**config.mk**
```make
export PLATFORM = sky130hd
export DESIGN_NAME = axi_read_router_flat
export DESIGN_NICKNAME = d
export VERILOG_FILES = /design/src/rtl/axi_ic_pkg.sv /design/src/rtl/axi_read_router_if.sv /design/src/rtl/axi_err_beat_gen.sv /design/src/rtl/axi_read_router.sv /design/src/flat_wrapper.sv
export SDC_FILE = /design/constraint.sdc
export NUM_CORES = 1
export LEC_CHECK = 0
export ABC_AREA = 0
export BUFFER_PORTS_ARGS = -buffer_cell sky130_fd_sc_hd__buf_2
export CAP_MARGIN = 5
export CORE_AREA = 4 4 124 126
export CTS_BUF_LIST = sky130_fd_sc_hd__clkbuf_4 sky130_fd_sc_hd__clkbuf_8 sky130_fd_sc_hd__clkbuf_16
export DETAILED_ROUTE_END_ITERATION = 8
export DIE_AREA = 0 0 128 130
export GPL_ROUTABILITY_DRIVEN = 0
export PLACE_DENSITY_LB_ADDON = 0.3
export SYNTH_ARGS = -nofsm -noshare
export SYNTH_HDL_FRONTEND = slang
export SYNTH_SLANG_ARGS = --single-unit
```
**constraint.sdc**
```tcl
create_clock -name ACLK -period 5.7 [get_ports ACLK]
set_input_delay 1.14 -clock ACLK [delete_from_list [all_inputs] [get_ports ACLK]]
set_output_delay 1.14 -clock ACLK [all_outputs]
set_load 0.005 [all_outputs]
```
**src/rtl/axi_ic_pkg.sv**
```systemverilog
// Shared constants for the AXI interconnect read path: FSM encoding, response
// codes and the decoder's special select codes.
package axi_ic_pkg;

    localparam int ADDR_W = 32;

    localparam logic [2:0] IDLE   = 3'd0;
    localparam logic [2:0] FWD_AR = 3'd1;
    localparam logic [2:0] FWD_R  = 3'd2;
    localparam logic [2:0] ERR_AR = 3'd3;
    localparam logic [2:0] ERR_R  = 3'd4;

    localparam logic [1:0] OKAY   = 2'b00;
    localparam logic [1:0] SLVERR = 2'b10;
    localparam logic [1:0] DECERR = 2'b11;

    localparam logic [2:0] DEC_UNMAPPED = 3'b110;
    localparam logic [2:0] DEC_RST      = 3'b111;

    // A select is routable only when the decoder flags no error and the code
    // names a slave that actually exists in this configuration.
    function automatic logic dec_routable(input logic [2:0] code, input logic err, input int nslv);
        return !(err || code == DEC_UNMAPPED || code == DEC_RST || int'(code) >= nslv);
    endfunction

endpackage

```
**src/rtl/axi_read_router_if.sv**
```systemverilog
// Bus bundle between the upstream master/decoder, the router and its slaves.
// The router connects through the slave modport; the master modport is the mirror view.
interface axi_read_router_if #(
    parameter int NSLV = 6,
    parameter int DW   = 32
);
    logic [axi_ic_pkg::ADDR_W-1:0] ARADDR;
    logic [7:0]          ARLEN;
    logic                ARVALID;
    logic                ARREADY;
    logic [2:0]          dec_cntrl;
    logic                dec_error;
    logic [NSLV-1:0]     s_ARVALID;
    logic [NSLV-1:0]     s_ARREADY;
    logic [NSLV*DW-1:0]  s_RDATA;
    logic [NSLV*2-1:0]   s_RRESP;
    logic [NSLV-1:0]     s_RLAST;
    logic [NSLV-1:0]     s_RVALID;
    logic [NSLV-1:0]     s_RREADY;
    logic [DW-1:0]       RDATA;
    logic [1:0]          RRESP;
    logic                RLAST;
    logic                RVALID;
    logic                RREADY;
    logic                to_flag;

    modport slave (
        input  ARADDR, ARLEN, ARVALID, dec_cntrl, dec_error,
        input  s_ARREADY, s_RDATA, s_RRESP, s_RLAST, s_RVALID, RREADY,
        output ARREADY, s_ARVALID, s_RREADY, RDATA, RRESP, RLAST, RVALID, to_flag
    );

    modport master (
        output ARADDR, ARLEN, ARVALID, dec_cntrl, dec_error,
        output s_ARREADY, s_RDATA, s_RRESP, s_RLAST, s_RVALID, RREADY,
        input  ARREADY, s_ARVALID, s_RREADY, RDATA, RRESP, RLAST, RVALID, to_flag
    );

endinterface

```
**src/rtl/axi_err_beat_gen.sv**
```systemverilog
// Locally generated error response burst: counts len+1 beats carrying a fixed
// response code with zero data, and reports when the final beat is accepted.
module axi_err_beat_gen (
    input  logic       clk,
    input  logic       rst_n,
    input  logic       load,
    input  logic [7:0] len,
    input  logic [1:0] resp,
    input  logic       active,
    input  logic       rready,
    output logic       rvalid,
    output logic       rlast,
    output logic [1:0] rresp,
    output logic       done
);

    logic [7:0] cnt_reg;
    logic [1:0] resp_reg;

    // Counting down to zero means ARLEN=255 gives 256 beats without the counter wrapping.
    always_ff @(posedge clk or negedge rst_n) begin
        if (!rst_n) begin
            cnt_reg  <= '0;
            resp_reg <= 2'b00;
        end else if (load) begin
            cnt_reg  <= len;
            resp_reg <= resp;
        end else if (active && rready && cnt_reg != 8'd0) begin
            cnt_reg <= cnt_reg - 8'd1;
        end
    end

    assign rvalid = active;
    assign rlast  = active && (cnt_reg == 8'd0);
    assign rresp  = active ? resp_reg : 2'b00;
    assign done   = active && rready && (cnt_reg == 8'd0);

endmodule

```
**src/rtl/axi_read_router.sv**
```systemverilog
// Read-channel router: forwards AR to the decoded slave and muxes its R channel
// back, or answers unmapped reads locally. Optional watchdog: ROUTER_TIMEOUT_EN.
module axi_read_router
    import axi_ic_pkg::*;
#(
    parameter int          NSLV   = 6,
    parameter int          DW     = 32,
    parameter int unsigned TO_CYC = 256
) (
    input logic            ACLK,
    input logic            ARESETN,
    axi_read_router_if.slave bus
);

    logic [2:0] state_reg, state_next;
    logic [2:0] sel_reg, sel_next;
    logic [7:0] len_reg, len_next;
    logic [1:0] err_resp_reg, err_resp_next;

    logic in_fwd_ar, in_fwd_r, in_err_ar, in_err_r;
    logic slv_arready, mux_rvalid, mux_rlast;
    logic [DW-1:0] mux_rdata;
    logic [1:0]    mux_rresp;
    logic [NSLV-1:0] sel_oh;
    logic [DW-1:0] rdata_term [NSLV];
    logic [1:0]    rresp_term [NSLV];
    logic err_rvalid, err_rlast, err_done;
    logic [1:0] err_rresp;
    logic wd_hit;

    assign in_fwd_ar = (state_reg == FWD_AR);
    assign in_fwd_r  = (state_reg == FWD_R);
    assign in_err_ar = (state_reg == ERR_AR);
    assign in_err_r  = (state_reg == ERR_R);

    // AND-OR mux keyed by a one-hot decode of the latched select.
    for (genvar gi = 0; gi < NSLV; gi++) begin : g_sel
        assign sel_oh[gi]     = (sel_reg == 3'(gi));
        assign rdata_term[gi] = bus.s_RDATA[gi*DW +: DW] & {DW{sel_oh[gi]}};
        assign rresp_term[gi] = bus.s_RRESP[gi*2 +: 2] & {2{sel_oh[gi]}};
    end

    always_comb begin
        mux_rdata = '0;
        mux_rresp = OKAY;
        for (int k = 0; k < NSLV; k++) begin
            mux_rdata = mux_rdata | rdata_term[k];
            mux_rresp = mux_rresp | rresp_term[k];
        end
    end

    assign mux_rvalid  = |(bus.s_RVALID & sel_oh);
    assign mux_rlast   = |(bus.s_RLAST & sel_oh);
    assign slv_arready = |(bus.s_ARREADY & sel_oh);

    always_comb begin
        state_next    = state_reg;
        sel_next      = sel_reg;
        len_next      = len_reg;
        err_resp_next = err_resp_reg;
        case (state_reg)
            IDLE: begin
                if (bus.ARVALID) begin
                    sel_next = bus.dec_cntrl;
                    len_next = bus.ARLEN;
                    if (dec_routable(bus.dec_cntrl, bus.dec_error, NSLV)) begin
                        state_next = FWD_AR;
                    end else begin
                        state_next    = ERR_AR;
                        err_resp_next = DECERR;
                    end
                end
            end
            FWD_AR: begin
                if (slv_arready) begin
                    state_next = FWD_R;
                end else if (wd_hit) begin
                    state_next    = ERR_AR;
                    err_resp_next = SLVERR;
                end
            end
            FWD_R: begin
                // The slave's RLAST ends the burst; beats are not counted here.
                if (mux_rvalid && bus.RREADY && mux_rlast) state_next = IDLE;
            end
            ERR_AR:  state_next = ERR_R;
            ERR_R: begin
                if (err_done) state_next = IDLE;
            end
            default: state_next = IDLE;
        endcase
    end

    always_ff @(posedge ACLK or negedge ARESETN) begin
        if (!ARESETN) begin
            state_reg    <= IDLE;
            sel_reg      <= 3'd0;
            len_reg      <= 8'd0;
            err_resp_reg <= OKAY;
        end else begin
            state_reg    <= state_next;
            sel_reg      <= sel_next;
            len_reg      <= len_next;
            err_resp_reg <= err_resp_next;
        end
    end

`ifdef ROUTER_TIMEOUT_EN
    localparam int WD_W = ($clog2(TO_CYC + 1) > 8) ? $clog2(TO_CYC + 1) : 8;

    logic [WD_W-1:0] wd_reg;
    logic            to_flag_reg;

    // Fires on the TO_CYC-th consecutive FWD_AR cycle without slave acceptance.
    assign wd_hit = in_fwd_ar && !slv_arready && (wd_reg == WD_W'(TO_CYC - 1));

    always_ff @(posedge ACLK or negedge ARESETN) begin
        if (!ARESETN) begin
            wd_reg      <= '0;
            to_flag_reg <= 1'b0;
        end else begin
            if (state_next != state_reg) begin
                wd_reg <= '0;
            end else if (in_fwd_ar && !slv_arready) begin
                wd_reg <= wd_reg + 1'b1;
            end
            if (wd_hit) to_flag_reg <= 1'b1;
        end
    end

    assign bus.to_flag = to_flag_reg;
`else
    assign wd_hit      = 1'b0;
    assign bus.to_flag = 1'b0;
`endif

    axi_err_beat_gen u_err_beat_gen (
        .clk    (ACLK),
        .rst_n  (ARESETN),
        .load   (in_err_ar),
        .len    (len_reg),
        .resp   (err_resp_reg),
        .active (in_err_r),
        .rready (bus.RREADY),
        .rvalid (err_rvalid),
        .rlast  (err_rlast),
        .rresp  (err_rresp),
        .done   (err_done)
    );

    assign bus.s_ARVALID = in_fwd_ar ? sel_oh : '0;
    assign bus.ARREADY   = (in_fwd_ar && slv_arready) || in_err_ar;
    assign bus.s_RREADY  = (in_fwd_r && bus.RREADY) ? sel_oh : '0;
    assign bus.RVALID    = in_fwd_r ? mux_rvalid : err_rvalid;
    assign bus.RLAST     = in_fwd_r ? mux_rlast : err_rlast;
    assign bus.RRESP     = in_fwd_r ? mux_rresp : err_rresp;
    assign bus.RDATA     = in_fwd_r ? mux_rdata : '0;

    // ARADDR only feeds the external decoder; TO_CYC matters only with the watchdog.
    logic unused_ok;
    assign unused_ok = &{1'b0, bus.ARADDR, TO_CYC[0]};

endmodule

```
**src/flat_wrapper.sv**
```systemverilog
// flat-port wrapper written by rule: the top's interface ports become plain ports
module axi_read_router_flat import axi_ic_pkg::*;
#(
    parameter int          NSLV   = 6,
    parameter int          DW     = 32,
    parameter int unsigned TO_CYC = 256
)
  (ACLK, ARESETN, bus_ARADDR, bus_ARLEN, bus_ARVALID, bus_dec_cntrl, bus_dec_error, bus_s_ARREADY, bus_s_RDATA, bus_s_RRESP, bus_s_RLAST, bus_s_RVALID, bus_RREADY, bus_ARREADY, bus_s_ARVALID, bus_s_RREADY, bus_RDATA, bus_RRESP, bus_RLAST, bus_RVALID, bus_to_flag);
  axi_read_router_if #(.NSLV(NSLV), .DW(DW)) bus_i ();
  input logic ACLK;
  input logic ARESETN;
  input wire logic [$bits(bus_i.ARADDR)-1:0] bus_ARADDR;
  input wire logic [$bits(bus_i.ARLEN)-1:0] bus_ARLEN;
  input wire logic [$bits(bus_i.ARVALID)-1:0] bus_ARVALID;
  input wire logic [$bits(bus_i.dec_cntrl)-1:0] bus_dec_cntrl;
  input wire logic [$bits(bus_i.dec_error)-1:0] bus_dec_error;
  input wire logic [$bits(bus_i.s_ARREADY)-1:0] bus_s_ARREADY;
  input wire logic [$bits(bus_i.s_RDATA)-1:0] bus_s_RDATA;
  input wire logic [$bits(bus_i.s_RRESP)-1:0] bus_s_RRESP;
  input wire logic [$bits(bus_i.s_RLAST)-1:0] bus_s_RLAST;
  input wire logic [$bits(bus_i.s_RVALID)-1:0] bus_s_RVALID;
  input wire logic [$bits(bus_i.RREADY)-1:0] bus_RREADY;
  output wire logic [$bits(bus_i.ARREADY)-1:0] bus_ARREADY;
  output wire logic [$bits(bus_i.s_ARVALID)-1:0] bus_s_ARVALID;
  output wire logic [$bits(bus_i.s_RREADY)-1:0] bus_s_RREADY;
  output wire logic [$bits(bus_i.RDATA)-1:0] bus_RDATA;
  output wire logic [$bits(bus_i.RRESP)-1:0] bus_RRESP;
  output wire logic [$bits(bus_i.RLAST)-1:0] bus_RLAST;
  output wire logic [$bits(bus_i.RVALID)-1:0] bus_RVALID;
  output wire logic [$bits(bus_i.to_flag)-1:0] bus_to_flag;
  assign bus_i.ARADDR = bus_ARADDR;
  assign bus_i.ARLEN = bus_ARLEN;
  assign bus_i.ARVALID = bus_ARVALID;
  assign bus_i.dec_cntrl = bus_dec_cntrl;
  assign bus_i.dec_error = bus_dec_error;
  assign bus_i.s_ARREADY = bus_s_ARREADY;
  assign bus_i.s_RDATA = bus_s_RDATA;
  assign bus_i.s_RRESP = bus_s_RRESP;
  assign bus_i.s_RLAST = bus_s_RLAST;
  assign bus_i.s_RVALID = bus_s_RVALID;
  assign bus_i.RREADY = bus_RREADY;
  assign bus_ARREADY = bus_i.ARREADY;
  assign bus_s_ARVALID = bus_i.s_ARVALID;
  assign bus_s_RREADY = bus_i.s_RREADY;
  assign bus_RDATA = bus_i.RDATA;
  assign bus_RRESP = bus_i.RRESP;
  assign bus_RLAST = bus_i.RLAST;
  assign bus_RVALID = bus_i.RVALID;
  assign bus_to_flag = bus_i.to_flag;
  axi_read_router #(.NSLV(NSLV), .DW(DW), .TO_CYC(TO_CYC)) u_core (.ACLK(ACLK), .ARESETN(ARESETN), .bus(bus_i));
endmodule
```
==> impl_metrics.py <==
metrics = {
    "yosys": {
        "synth-seq-cells": 24,
        "yosys-top-cells-count": "53 x nor2_1, 45 x mux2i_1, 37 x mux2_2",
        "async_flop_share_pct": 100,
        "synth-compound-area-share_pct": 21.1,
        "yosys_most_used_dff": "dfrtp_1",
        "synth.avg_cell_area_um2": 8.55,
        "syn_nets": 651,
        "syn_area_um2": 3240,
        "synth_simple_gate_area_share_pct": 18.7,
        "synth_most_common_cell": "nor2_1",
        "ys_seq_area_share_pct": 18.5,
        "synth_top_area_share_pct": 18.5,
        "syn_inst": 379,
        "synth-adder-area-share_pct": 0.772,
        "muxShareOfSynthArea_pct": 34.2,
        "synth_edf_count": 0,
        "synth_top_family_by_area": "multiplexers",
        "yosysTopAreaCell": "dfrtp_1",
        "synth-xor-area-share_pct": 0.811,
        "synth_area_leaders": "dfrtp_1 19%, mux2i_1 14%, mux2_2 13%, mux4_2 6.9%, nor2_1 6.1%",
        "ys_warn_count": 0,
        "synth_cell_types": 50,
    },
    "clock_network": {
        "clkLatencyLatePin_ps": 250,
        "cts_buffers": 3,
        "clock_sinks": 24,
        "cts_tree": "done",
        "postCtsSetupBuffers": 0,
        "clockBufferDepth": 2,
        "cts_hold_buf": 0,
        "cts_max_level": 1,
        "cts_resized": 0,
        "clkTransAtPathRegs_ps": 60,
        "cts_root_buf": "clkbuf_16",
    },
    "global_route": {
        "gr-total-overflow": 0,
        "grt_pass1_vias": 3973,
        "grt_pass1_wl_um": 22200,
        "antenna_found_initial": 4,
        "grt.total_usage_pct": 17.0,
        "grt_max_degree": 55,
    },
    "timing": {
        "rsz0062_at_grt": "false",
        "fmax_ghz": 0.250,
        "drv_slew": 0,
        "fin_ws_ps": 1700,
        "relSlewSlack_pct": 30.1,
        "finalSetupViolCount": 0,
        "final-hold-violation-count": 0,
        "fin_setup_tns_ps": 0,
        "finalCritPeriodShare_pct": 70.3,
        "clock_skew_ps": 2.87,
        "min_period_ps": 4000,
        "worst_slew_pin_slew_ps": 1040,
    },
    "finish": {
        "fin_nets": 912,
        "area_growth_pct": 50.2,
        "finish.utilization_pct": 34.0,
        "final_area_um2": 4870,
        "finalNonFillerCells": 827,
        "fill_cells": 1603,
        "drive_gt1_share_pct": 54.9,
    },
    "placement": {
        "place_inst": 819,
        "dp_hpwl_um": 13100,
        "pre_cts_ws_ps": 1920,
        "portBuffers": 286,
        "placed_area_um2": 4780,
    },
    "worst_setup_path": {
        "worstSetupStartpoint": "u_core.sel_reg[2]",
        "start_kind": "flip-flop",
        "critPathMaxFanout": 25,
        "path_class": "reg2out",
        "r2r_cells": 4,
        "cp-end-kind": "output pin",
        "r2r-start": "u_core.sel_reg[2]",
        "arrival_ps": 2860,
        "crit_required_ps": 4560,
    },
    "floorplanning": {
        "start_util_pct": 22.6,
        "pin_count": 320,
        "core_um2": 14300,
        "die-height_um": 130,
        "dieArea_um2": 16600,
        "die_w_um": 128,
        "num_rows": 44,
    },
    "route": {
        "vias_per_cell": 4.92,
        "ant_nets": 0,
        "first_pass_iters": 5,
        "first_iter_violations": 242,
        "routed_wl_um": 15900,
        "wl_per_cell_um": 19.2,
        "drc": 0,
        "vias": 4069,
    },
    "power": {
        "p_per_area_nw_per_um2": 416,
        "ir_worst_vdd_v": 0.000255,
        "leakagePower_uw": 0.00247,
    },
    "worst_hold_path": {
        "worstHoldPathCells": 2,
        "min_from": "u_core.err_resp_reg[0]",
        "hp-class": "reg2reg",
    },
    "status": {
        "status": "completed",
    },
    "flow_run": {
        "cap_violations": 0,
    },
}
-- cell type report --
class,count,area (µm²),area share [%]
Tap cell,184,230,4.73
Timing Repair Buffer,291,1470,30.2
Sequential cell,24,606,12.4
Clock buffer,4,82.6,1.70
Multi-Input combinational cell,316,2460,50.4
Antenna cell,4,10.0,0.206
Inverter,4,15.0,0.308
-- path summary, 6_finish.rpt --
path | end | slack, ps
setup / recovery | bus_RLAST | 1700
hold / removal | u_core.u_err_beat_gen.resp_reg[0] | 470
setup reg to reg | u_core.state_reg[1] | 2950
hold reg to reg | u_core.u_err_beat_gen.resp_reg[0] | 470
max in group asynchronous | u_core.sel_reg[0] | 4440
min in group asynchronous | u_core.len_reg[6] | 860
-- metrics by stage --
| stage | hold WS [ps] | total power [µW] |
|---|---|---|
| after floorplan | 430 | 1420 |
| after global placement | 447 | 1880 |
| after detailed placement | 453 | 1880 |
| after CTS | 470 | 2050 |
| after global routing | 489 | 2200 |
| final | 470 | 2030 |
-- cell usage in the layout, fill, tap and decap left out, types with 3 or more instances in the layout --
cell,n
nor2b_1,4
o21ai_0,14
mux4_2,10
nand4_1,4
and3_1,6
nand2b_1,7
a22oi_1,7
a222oi_1,11
o2bb2ai_1,15
a21o_1,5
buf_2,286
mux2_2,37
xor2_1,3
nor3b_1,4
dfrtp_1,22
nor2_1,53
mux2i_1,45
nand3_1,3
diode_2,4
nand2_1,22
clkbuf_16,3
a221oi_1,3
a21oi_1,19
a211oi_1,3
inv_1,4
nor3_1,10
a32oi_1,3
buf_4,5
-- per-layer routing --
layer | share of wire, % | track usage (%) | up-vias
met5 | 0 | 0 | -
met4 | 1.8 | 3.62 | 0
met3 | 7.0 | 1.92 | 14
met2 | 52 | 31.5 | 174
met1 | 39 | 21.2 | 1902
li1 | - | - | 1979
-- critical path, cell delays in order (launching register included) --
cell       delay, ps
dfrtp_1          910
nor2b_2          980
a222oi_1         230
a2bb2oi_1        190
nor2_1           150
buf_2            140
-- logic make-up (layout without fill, tap and decap cells) --
family	count (synthesis)	after routing
AO/OA/AOI/OAI	92	92
buffers and inverters	39	299
adder cells (fa/ha/maj)	2	2
XOR/XNOR	3	3
multiplexers	93	93
flip-flops	24	24
AND/OR/NAND/NOR	125	125
other	1	5
-- report_power, final --
group,leakage (µW),switching (µW),internal [µW]
combinational,0.00214,716,686
sequential,0.000280,213,254
clock,0.0000416,57.4,100
total,0.00247,986,1040
Note: power is estimated with default switching activity, not from simulation.
